File: config.mk
export PLATFORM = sky130hd
export DESIGN_NAME = alu_muldiv_flat
export DESIGN_NICKNAME = d
export VERILOG_FILES = /design/src/rtl/alu_muldiv_if.sv /design/src/rtl/alu_muldiv.sv /design/src/flat_wrapper.sv
export SDC_FILE = /design/constraint.sdc
export NUM_CORES = 1
export LEC_CHECK = 0
export ABC_AREA = 1
export BUFFER_PORTS_ARGS = -buffer_cell sky130_fd_sc_hd__buf_2
export CORE_MARGIN = 1.5
export CORE_UTILIZATION = 35
export CTS_CLUSTER_SIZE = 10
export DETAILED_ROUTE_END_ITERATION = 10
export GPL_TIMING_DRIVEN = 0
export SYNTH_ARGS = -nofsm -noshare
export SYNTH_HDL_FRONTEND = slang
export SYNTH_SLANG_ARGS = --single-unit
File: constraint.sdc
create_clock -name clk -period 2.3 [get_ports clk]
set_input_delay 0.115 -clock clk [delete_from_list [all_inputs] [get_ports clk]]
set_output_delay 0.115 -clock clk [all_outputs]
set_load 0.01 [all_outputs]
File: src/rtl/alu_muldiv_if.sv
// Handshake and data bundle for the iterative multiply/divide unit.
// The pipeline side uses the master modport and the unit uses the slave modport.
interface alu_muldiv_if #(
    parameter int unsigned WIDTH = 32
);
    logic             start;
    logic             kill;
    logic [1:0]       op;
    logic             sgn;
    logic [WIDTH-1:0] din_a;
    logic [WIDTH-1:0] din_b;
    logic             busy;
    logic             valid;
    logic [WIDTH-1:0] dout;
    logic             vout;
    logic             dzout;

    modport master (
        output start, kill, op, sgn, din_a, din_b,
        input  busy, valid, dout, vout, dzout
    );

    modport slave (
        input  start, kill, op, sgn, din_a, din_b,
        output busy, valid, dout, vout, dzout
    );
endinterface

File: src/rtl/alu_muldiv.sv
// Iterative shift-add multiplier and restoring divider, one bit per cycle.
// op: 00 MUL low half, 01 MULH high half, 10 DIV quotient, 11 MOD remainder.
// Optional build macro MULDIV_SIGNED_EN enables signed operation via sgn;
// without it sgn is ignored and everything is unsigned.
module alu_muldiv #(
    parameter int unsigned WIDTH = 32
) (
    input logic         clk,
    input logic         reset_b,
    alu_muldiv_if.slave bus
);
    localparam int unsigned CW = $clog2(WIDTH);

    typedef enum logic [1:0] {IDLE, RUN, FIX, DONE} state_t;

    state_t               state;
    state_t               state_next;
    logic [CW-1:0]        count;
    logic [1:0]           op_r;
    logic                 sgn_r;
    logic                 neg_res;
    logic                 neg_rem;
    logic                 ovf_case;
    logic                 dz_r;
    logic [2*WIDTH-1:0]   acc;
    logic [WIDTH-1:0]     b_r;

    logic                 sgn_eff;
    logic [WIDTH-1:0]     a_mag;
    logic [WIDTH-1:0]     b_mag;
    logic                 accept;
    logic                 div_zero;

    logic [WIDTH:0]       mul_sum;
    logic [2*WIDTH-1:0]   mul_next;
    logic [WIDTH:0]       div_r2;
    logic [WIDTH-1:0]     div_diff;
    logic [2*WIDTH-1:0]   div_next;

    logic [2*WIDTH-1:0]   prod;
    logic [WIDTH-1:0]     quot;
    logic [WIDTH-1:0]     rem;
    logic [WIDTH-1:0]     res;
    logic                 res_v;
    logic                 res_dz;

`ifdef MULDIV_SIGNED_EN
    assign sgn_eff = bus.sgn;
    assign a_mag   = (sgn_eff && bus.din_a[WIDTH-1]) ? -bus.din_a : bus.din_a;
    assign b_mag   = (sgn_eff && bus.din_b[WIDTH-1]) ? -bus.din_b : bus.din_b;
`else
    logic unused_sign;
    assign unused_sign = bus.sgn ^ neg_res ^ neg_rem;
    assign sgn_eff     = 1'b0;
    assign a_mag       = bus.din_a;
    assign b_mag       = bus.din_b;
`endif

    assign accept   = (state == IDLE) && bus.start && !bus.kill;
    assign div_zero = bus.op[1] && (bus.din_b == '0);
    assign bus.busy  = (state != IDLE);
    assign bus.valid = (state == DONE);

    // State register
    always_ff @(posedge clk) begin
        if (!reset_b) begin
            state <= IDLE;
        end else begin
            state <= state_next;
        end
    end

    // Next-state logic; kill overrides everything, divide-by-zero skips RUN
    // but still passes through FIX so the result is formed in one place.
    always_comb begin
        state_next = state;
        if (bus.kill) begin
            state_next = IDLE;
        end else begin
            case (state)
                IDLE:    if (bus.start) state_next = div_zero ? FIX : RUN;
                RUN:     if (count == '0) state_next = FIX;
                FIX:     state_next = DONE;
                DONE:    state_next = IDLE;
                default: state_next = IDLE;
            endcase
        end
    end

    // One iteration step: multiply uses acc = {partial, multiplier},
    // divide uses acc = {remainder, dividend/quotient}.
    always_comb begin
        mul_sum  = {1'b0, acc[2*WIDTH-1:WIDTH]} + {1'b0, b_r};
        mul_next = acc[0] ? {mul_sum, acc[WIDTH-1:1]} : {1'b0, acc[2*WIDTH-1:1]};
        div_r2   = {acc[2*WIDTH-1:WIDTH], acc[WIDTH-1]};
        div_diff = div_r2[WIDTH-1:0] - b_r;
        if (div_r2 >= {1'b0, b_r}) begin
            div_next = {div_diff, acc[WIDTH-2:0], 1'b1};
        end else begin
            div_next = {div_r2[WIDTH-1:0], acc[WIDTH-2:0], 1'b0};
        end
    end

    // Sign correction, result select and flags, consumed in FIX
    always_comb begin
        prod = acc;
        quot = acc[WIDTH-1:0];
        rem  = acc[2*WIDTH-1:WIDTH];
`ifdef MULDIV_SIGNED_EN
        if (neg_res) begin
            prod = -acc;
            quot = -acc[WIDTH-1:0];
        end
        if (neg_rem) begin
            rem = -acc[2*WIDTH-1:WIDTH];
        end
`endif
        res    = '0;
        res_v  = 1'b0;
        res_dz = 1'b0;
        if (dz_r) begin
            res    = op_r[0] ? acc[WIDTH-1:0] : '1;
            res_dz = 1'b1;
        end else begin
            case (op_r)
                2'b00: begin
                    res   = prod[WIDTH-1:0];
                    res_v = sgn_r ? (prod[2*WIDTH-1:WIDTH] != {WIDTH{prod[WIDTH-1]}})
                                  : (prod[2*WIDTH-1:WIDTH] != '0);
                end
                2'b01: res = prod[2*WIDTH-1:WIDTH];
                2'b10: begin
                    res   = quot;
                    res_v = ovf_case;
                end
                default: begin
                    res   = rem;
                    res_v = ovf_case;
                end
            endcase
        end
    end

    // Operand capture, iteration and output registers
    always_ff @(posedge clk) begin
        if (!reset_b) begin
            count     <= '0;
            op_r      <= '0;
            sgn_r     <= 1'b0;
            neg_res   <= 1'b0;
            neg_rem   <= 1'b0;
            ovf_case  <= 1'b0;
            dz_r      <= 1'b0;
            acc       <= '0;
            b_r       <= '0;
            bus.dout  <= '0;
            bus.vout  <= 1'b0;
            bus.dzout <= 1'b0;
        end else begin
            if (accept) begin
                op_r     <= bus.op;
                sgn_r    <= sgn_eff;
                count    <= CW'(WIDTH - 1);
                dz_r     <= div_zero;
                neg_res  <= sgn_eff && (bus.din_a[WIDTH-1] ^ bus.din_b[WIDTH-1]);
                neg_rem  <= sgn_eff && bus.din_a[WIDTH-1];
                ovf_case <= sgn_eff && bus.op[1]
                            && (bus.din_a == {1'b1, {(WIDTH-1){1'b0}}})
                            && (bus.din_b == '1);
                b_r      <= b_mag;
                acc      <= {{WIDTH{1'b0}}, (div_zero ? bus.din_a : a_mag)};
            end else if (state == RUN) begin
                acc <= op_r[1] ? div_next : mul_next;
                if (count != '0) begin
                    count <= count - 1'b1;
                end
            end
            if ((state == FIX) && !bus.kill) begin
                bus.dout  <= res;
                bus.vout  <= res_v;
                bus.dzout <= res_dz;
            end
        end
    end
endmodule

File: src/flat_wrapper.sv
// flat-port wrapper written by rule: the top's interface ports become plain ports
module alu_muldiv_flat 
#(
    parameter int unsigned WIDTH = 32
)
  (clk, reset_b, bus_start, bus_kill, bus_op, bus_sgn, bus_din_a, bus_din_b, bus_busy, bus_valid, bus_dout, bus_vout, bus_dzout);
  alu_muldiv_if #(.WIDTH(WIDTH)) bus_i ();
  input logic clk;
  input logic reset_b;
  input wire logic [$bits(bus_i.start)-1:0] bus_start;
  input wire logic [$bits(bus_i.kill)-1:0] bus_kill;
  input wire logic [$bits(bus_i.op)-1:0] bus_op;
  input wire logic [$bits(bus_i.sgn)-1:0] bus_sgn;
  input wire logic [$bits(bus_i.din_a)-1:0] bus_din_a;
  input wire logic [$bits(bus_i.din_b)-1:0] bus_din_b;
  output wire logic [$bits(bus_i.busy)-1:0] bus_busy;
  output wire logic [$bits(bus_i.valid)-1:0] bus_valid;
  output wire logic [$bits(bus_i.dout)-1:0] bus_dout;
  output wire logic [$bits(bus_i.vout)-1:0] bus_vout;
  output wire logic [$bits(bus_i.dzout)-1:0] bus_dzout;
  assign bus_i.start = bus_start;
  assign bus_i.kill = bus_kill;
  assign bus_i.op = bus_op;
  assign bus_i.sgn = bus_sgn;
  assign bus_i.din_a = bus_din_a;
  assign bus_i.din_b = bus_din_b;
  assign bus_busy = bus_i.busy;
  assign bus_valid = bus_i.valid;
  assign bus_dout = bus_i.dout;
  assign bus_vout = bus_i.vout;
  assign bus_dzout = bus_i.dzout;
  alu_muldiv #(.WIDTH(WIDTH)) u_core (.clk(clk), .reset_b(reset_b), .bus(bus_i));
endmodule
==> flow_summary.ini <==
[floorplan]
start_util_pct = 35.4
fp.dieH_um = 190
rows = 68
io_pins = 107
core_area_um2 = 34500
die_area_um2 = 36000
die_w_um = 190

[sta]
slew_viol_final = 0
hold_violations = 0
setup_slack_ns = 0.0461
slew_headroom_pct = 43.6
post-route-period-util_pct = 98.0
worst_pin_slew_ns = 0.845
setup_viol = 0
timing.final.crit_period_ns = 2.25
fmax_mhz = 444
rsz0062_at_grt = true
fin_tns_setup_ns = 0
skew_ns = 0.0111

[power_and_ir_drop]
vdd_drop_max_v = 0.000524
p_int_w = 0.00583
switchingPower_w = 0.00440
pwr-share-clk_pct = 25.0
power.share.switching_pct = 43.0
share_comb_of_total_power_pct = 47.6
powerDensity_nw_per_um2 = 636
cellLeakagePower_nw = 7.83
p_seq_share_pct = 27.4

[finish]
layout-area-overhead-vs-synth_pct = 31.6
utilization_pct = 46.6
drive_gt1_share_pct = 19.4
diodes = 0
final_cell_area_um2 = 16100
layoutNonFillerInstCount = 2872
nNetsFinal = 2548

[synthesis]
yosys_warnings = 0
synth_edf_count = 0
synth.distinct_cells = 41
avgSynthCellArea_um2 = 5.60
yosysSeqAreaShare_pct = 23.0
synthCells = 2179
synth_nets = 2323
ys_ff_latch = 140
ys.flop_type = dfxtp_1
ys_async_sr_fraction_pct = 0
synth_area_um2 = 12200

[route]
routed_wl_um = 54000
ant_nets = 0
routedWlPerCell_um = 18.8
dr.pass1.iters = 6
via_per_inst = 5.14
via_count = 14800
drt_iter0_markers = 1379
drc = 0

[place]
gp_congestion = 0.970
dp.cells = 2738
port_buffers = 104
hpwl_um = 42600
pre_cts_slack_ns = -0.472
dpl_cell_area_um2 = 13300

[critical_path]
critical_path_arrival_ns = 2.59
slowest_delay_ns = 0.38
path_class = reg -> reg
cp-end-kind = register
crit_family = simple AND/OR/NAND/NOR gates
reg2regPathDepth = 16
crit_buf_inv = 2
startpoint_type = register
crit_chain = inv_4, ha_4, inv_4, fa_2, nand3_2, nand3_4, nand3_2, nand3b_1, nand2_1, nand2_1, nand2_1, nand2_2, nor2_2, nor2_1, nor2_1, nor2_1
critPathSlowestCell = fa_2
worstPathRequired_ns = 2.64
critPathMaxFanout = 4
worstSetupPathDepth = 16

[cts]
numCtsBuffers = 17
worstSkewPairLatency_ns = 0.45
clockBufferDepth = 2
root_buffer = clkbuf_16
cts_max_level = 4
tritoncts = built
cts.clk_slew.worst_paths_ns = 0.07
cts_num_sinks = 140

[flow_run]
timing.max_cap.violations = 0

[grt]
antenna_found_initial = 0
first_global_vias = 13400
grt_start_max_net_pins = 17
grtUsageTotal_pct = 29.4
grt_overflow = 0
grt_pass1_wl_um = 79000

[worst_hold_path]
min_path_type = in -> reg
hold_path_depth = 5

[status]
status = finished, final reports clean
[power groups by stage]
stage,logic [W],registers [W],clock network (W)
5_1_grt,0.00527,0.00281,0.00266
3_3_place_gp,0.00371,0.00281,0
6_report,0.00486,0.00280,0.00256
4_1_cts,0.00424,0.00278,0.00256
2_1_floorplan,0.00257,0.00273,0
3_5_place_dp,0.00373,0.00281,0
[per-layer routing]
layer | up-vias | global-route usage (%) | routed length [um]
met1 | 6803 | 41.2 | 24500
met2 | 620 | 44.6 | 23300
li1 | 7251 | - | -
met4 | 0 | 10.3 | 1700
met5 | - | 0 | 0
met3 | 84 | 5.88 | 4500
[flip-flops by register name (all words and copies together), names as in the netlist]
name              flops
u_core.bus.dout      32
u_core.dz_r           1
u_core.acc           64
u_core.state          2
u_core.bus.dzout      1
u_core.count          5
u_core.op_r           2
u_core.b_r           32
u_core.bus.vout       1
[layout make-up]
cell class | instances | area [um2]
Timing Repair Buffer | 208 | 1490
Multi-Input combinational cell | 1519 | 8550
Clock inverter | 10 | 70.1
Buffer | 69 | 317
Clock buffer | 22 | 454
Fill cell | 3683 | 18400
Sequential cell | 140 | 2930
Tap cell | 455 | 569
Inverter | 449 | 1700
[final timing paths]
| kind | endpoint | from | slack, ns |
|---|---|---|---|
| hold reg to reg | u_core.count[1] | u_core.count[1] | 0.47 |
| setup reg to reg | u_core.acc[60] | u_core.acc[31] | 0.05 |
| hold / removal | u_core.acc[15] | bus_din_a[15] | 0.02 |
| setup / recovery | u_core.acc[60] | u_core.acc[31] | 0.05 |
[stage by stage]
step / hold WS [ns] / total power, W
after floorplan: 0.225 / 0.00530
after global placement: 0.338 / 0.00652
after detailed placement: 0.353 / 0.00653
after CTS: 0.00196 / 0.00958
after global routing: 0.0487 / 0.0107
final: 0.0242 / 0.0102
[layout by cell type, fill, tap and decap left out, types with 6 or more instances in the layout]
| cell | n |
|---|---|
| nand3_1 | 93 |
| nor2_1 | 157 |
| dfxtp_2 | 36 |
| nor2_4 | 16 |
| inv_2 | 17 |
| dlygate4sd3_1 | 62 |
| dfxtp_4 | 21 |
| clkbuf_1 | 48 |
| a31oi_1 | 22 |
| nand4_1 | 23 |
| o22ai_1 | 17 |
| nor4_1 | 8 |
| inv_1 | 428 |
| ha_1 | 18 |
| ha_4 | 39 |
| nand2_2 | 63 |
| clkbuf_16 | 17 |
| buf_2 | 107 |
| ha_2 | 14 |
| nand3_4 | 7 |
| and2_1 | 10 |
| buf_4 | 41 |
| nand2_1 | 606 |
| o211ai_1 | 15 |
| nor3_1 | 10 |
| buf_1 | 11 |
| nand3_2 | 18 |
| dfxtp_1 | 83 |
| nand2_4 | 7 |
| a21oi_2 | 8 |
| a21oi_1 | 178 |
| o21ai_0 | 116 |
| xnor2_1 | 14 |
| xor2_1 | 6 |
| nor2_2 | 15 |
[cell families (layout without fill, tap and decap cells)]
group                      Yosys count  in the layout  synth area share (%)
and+or+nand+nor                   1052           1052                  35.2
adders and majority gates           73             73                  7.61
AOI/OAI and AO/OA                  373            373                  16.4
buffers and inverters              520            758                  16.3
xor gates and xnor gates            20             20                  1.44
muxes                                1              1                0.0820
DFF                                140            140                  23.0
[tightest hold or removal path, stage by stage]
cell and delay (ns):
buf_2 0.07, nand2_1 0.05, o211ai_1 0.10, nand2_1 0.06
inv_1 0.04
[cell usage after synthesis (3+ instances only)]
| library cell | instances | area, um2 |
|---|---|---|
| ha_1 | 71 | 888 |
| or2_2 | 4 | 25.0 |
| o21ai_0 | 118 | 591 |
| and2_1 | 10 | 62.6 |
| o21bai_1 | 4 | 30.0 |
| a21oi_1 | 186 | 931 |
| xnor2_1 | 14 | 123 |
| o211ai_1 | 15 | 113 |
| clkbuf_1 | 48 | 180 |
| nand2_1 | 673 | 2530 |
| nor3_1 | 15 | 75.1 |
| xor2_1 | 6 | 52.6 |
| nand3b_1 | 4 | 30.0 |
| dfxtp_1 | 140 | 2800 |
| a31oi_1 | 23 | 144 |
| a221oi_1 | 4 | 35.0 |
| buf_2 | 5 | 25.0 |
| buf_1 | 13 | 48.8 |
| nor4_1 | 9 | 56.3 |
| nand4_1 | 23 | 144 |
| nand2_2 | 3 | 18.8 |
| o22ai_1 | 17 | 106 |
| inv_2 | 3 | 11.3 |
| buf_6 | 4 | 45.0 |
| nand3_1 | 116 | 581 |
| nor2_1 | 186 | 698 |
| inv_1 | 445 | 1670 |
[timing repair]
| action | CTS | global route |
|---|---|---|
| setup buffers | 17 | 24 |
| pin swaps | 23 | 31 |
| endpoints found under the setup margin | 90 | 84 |
| hold endpoints to repair | 62 | 0 |
| cloned | 1 | 0 |
| resized for setup | 152 | 203 |
| hold buffers | 62 | 0 |
Power figures use the tool's default switching activity.
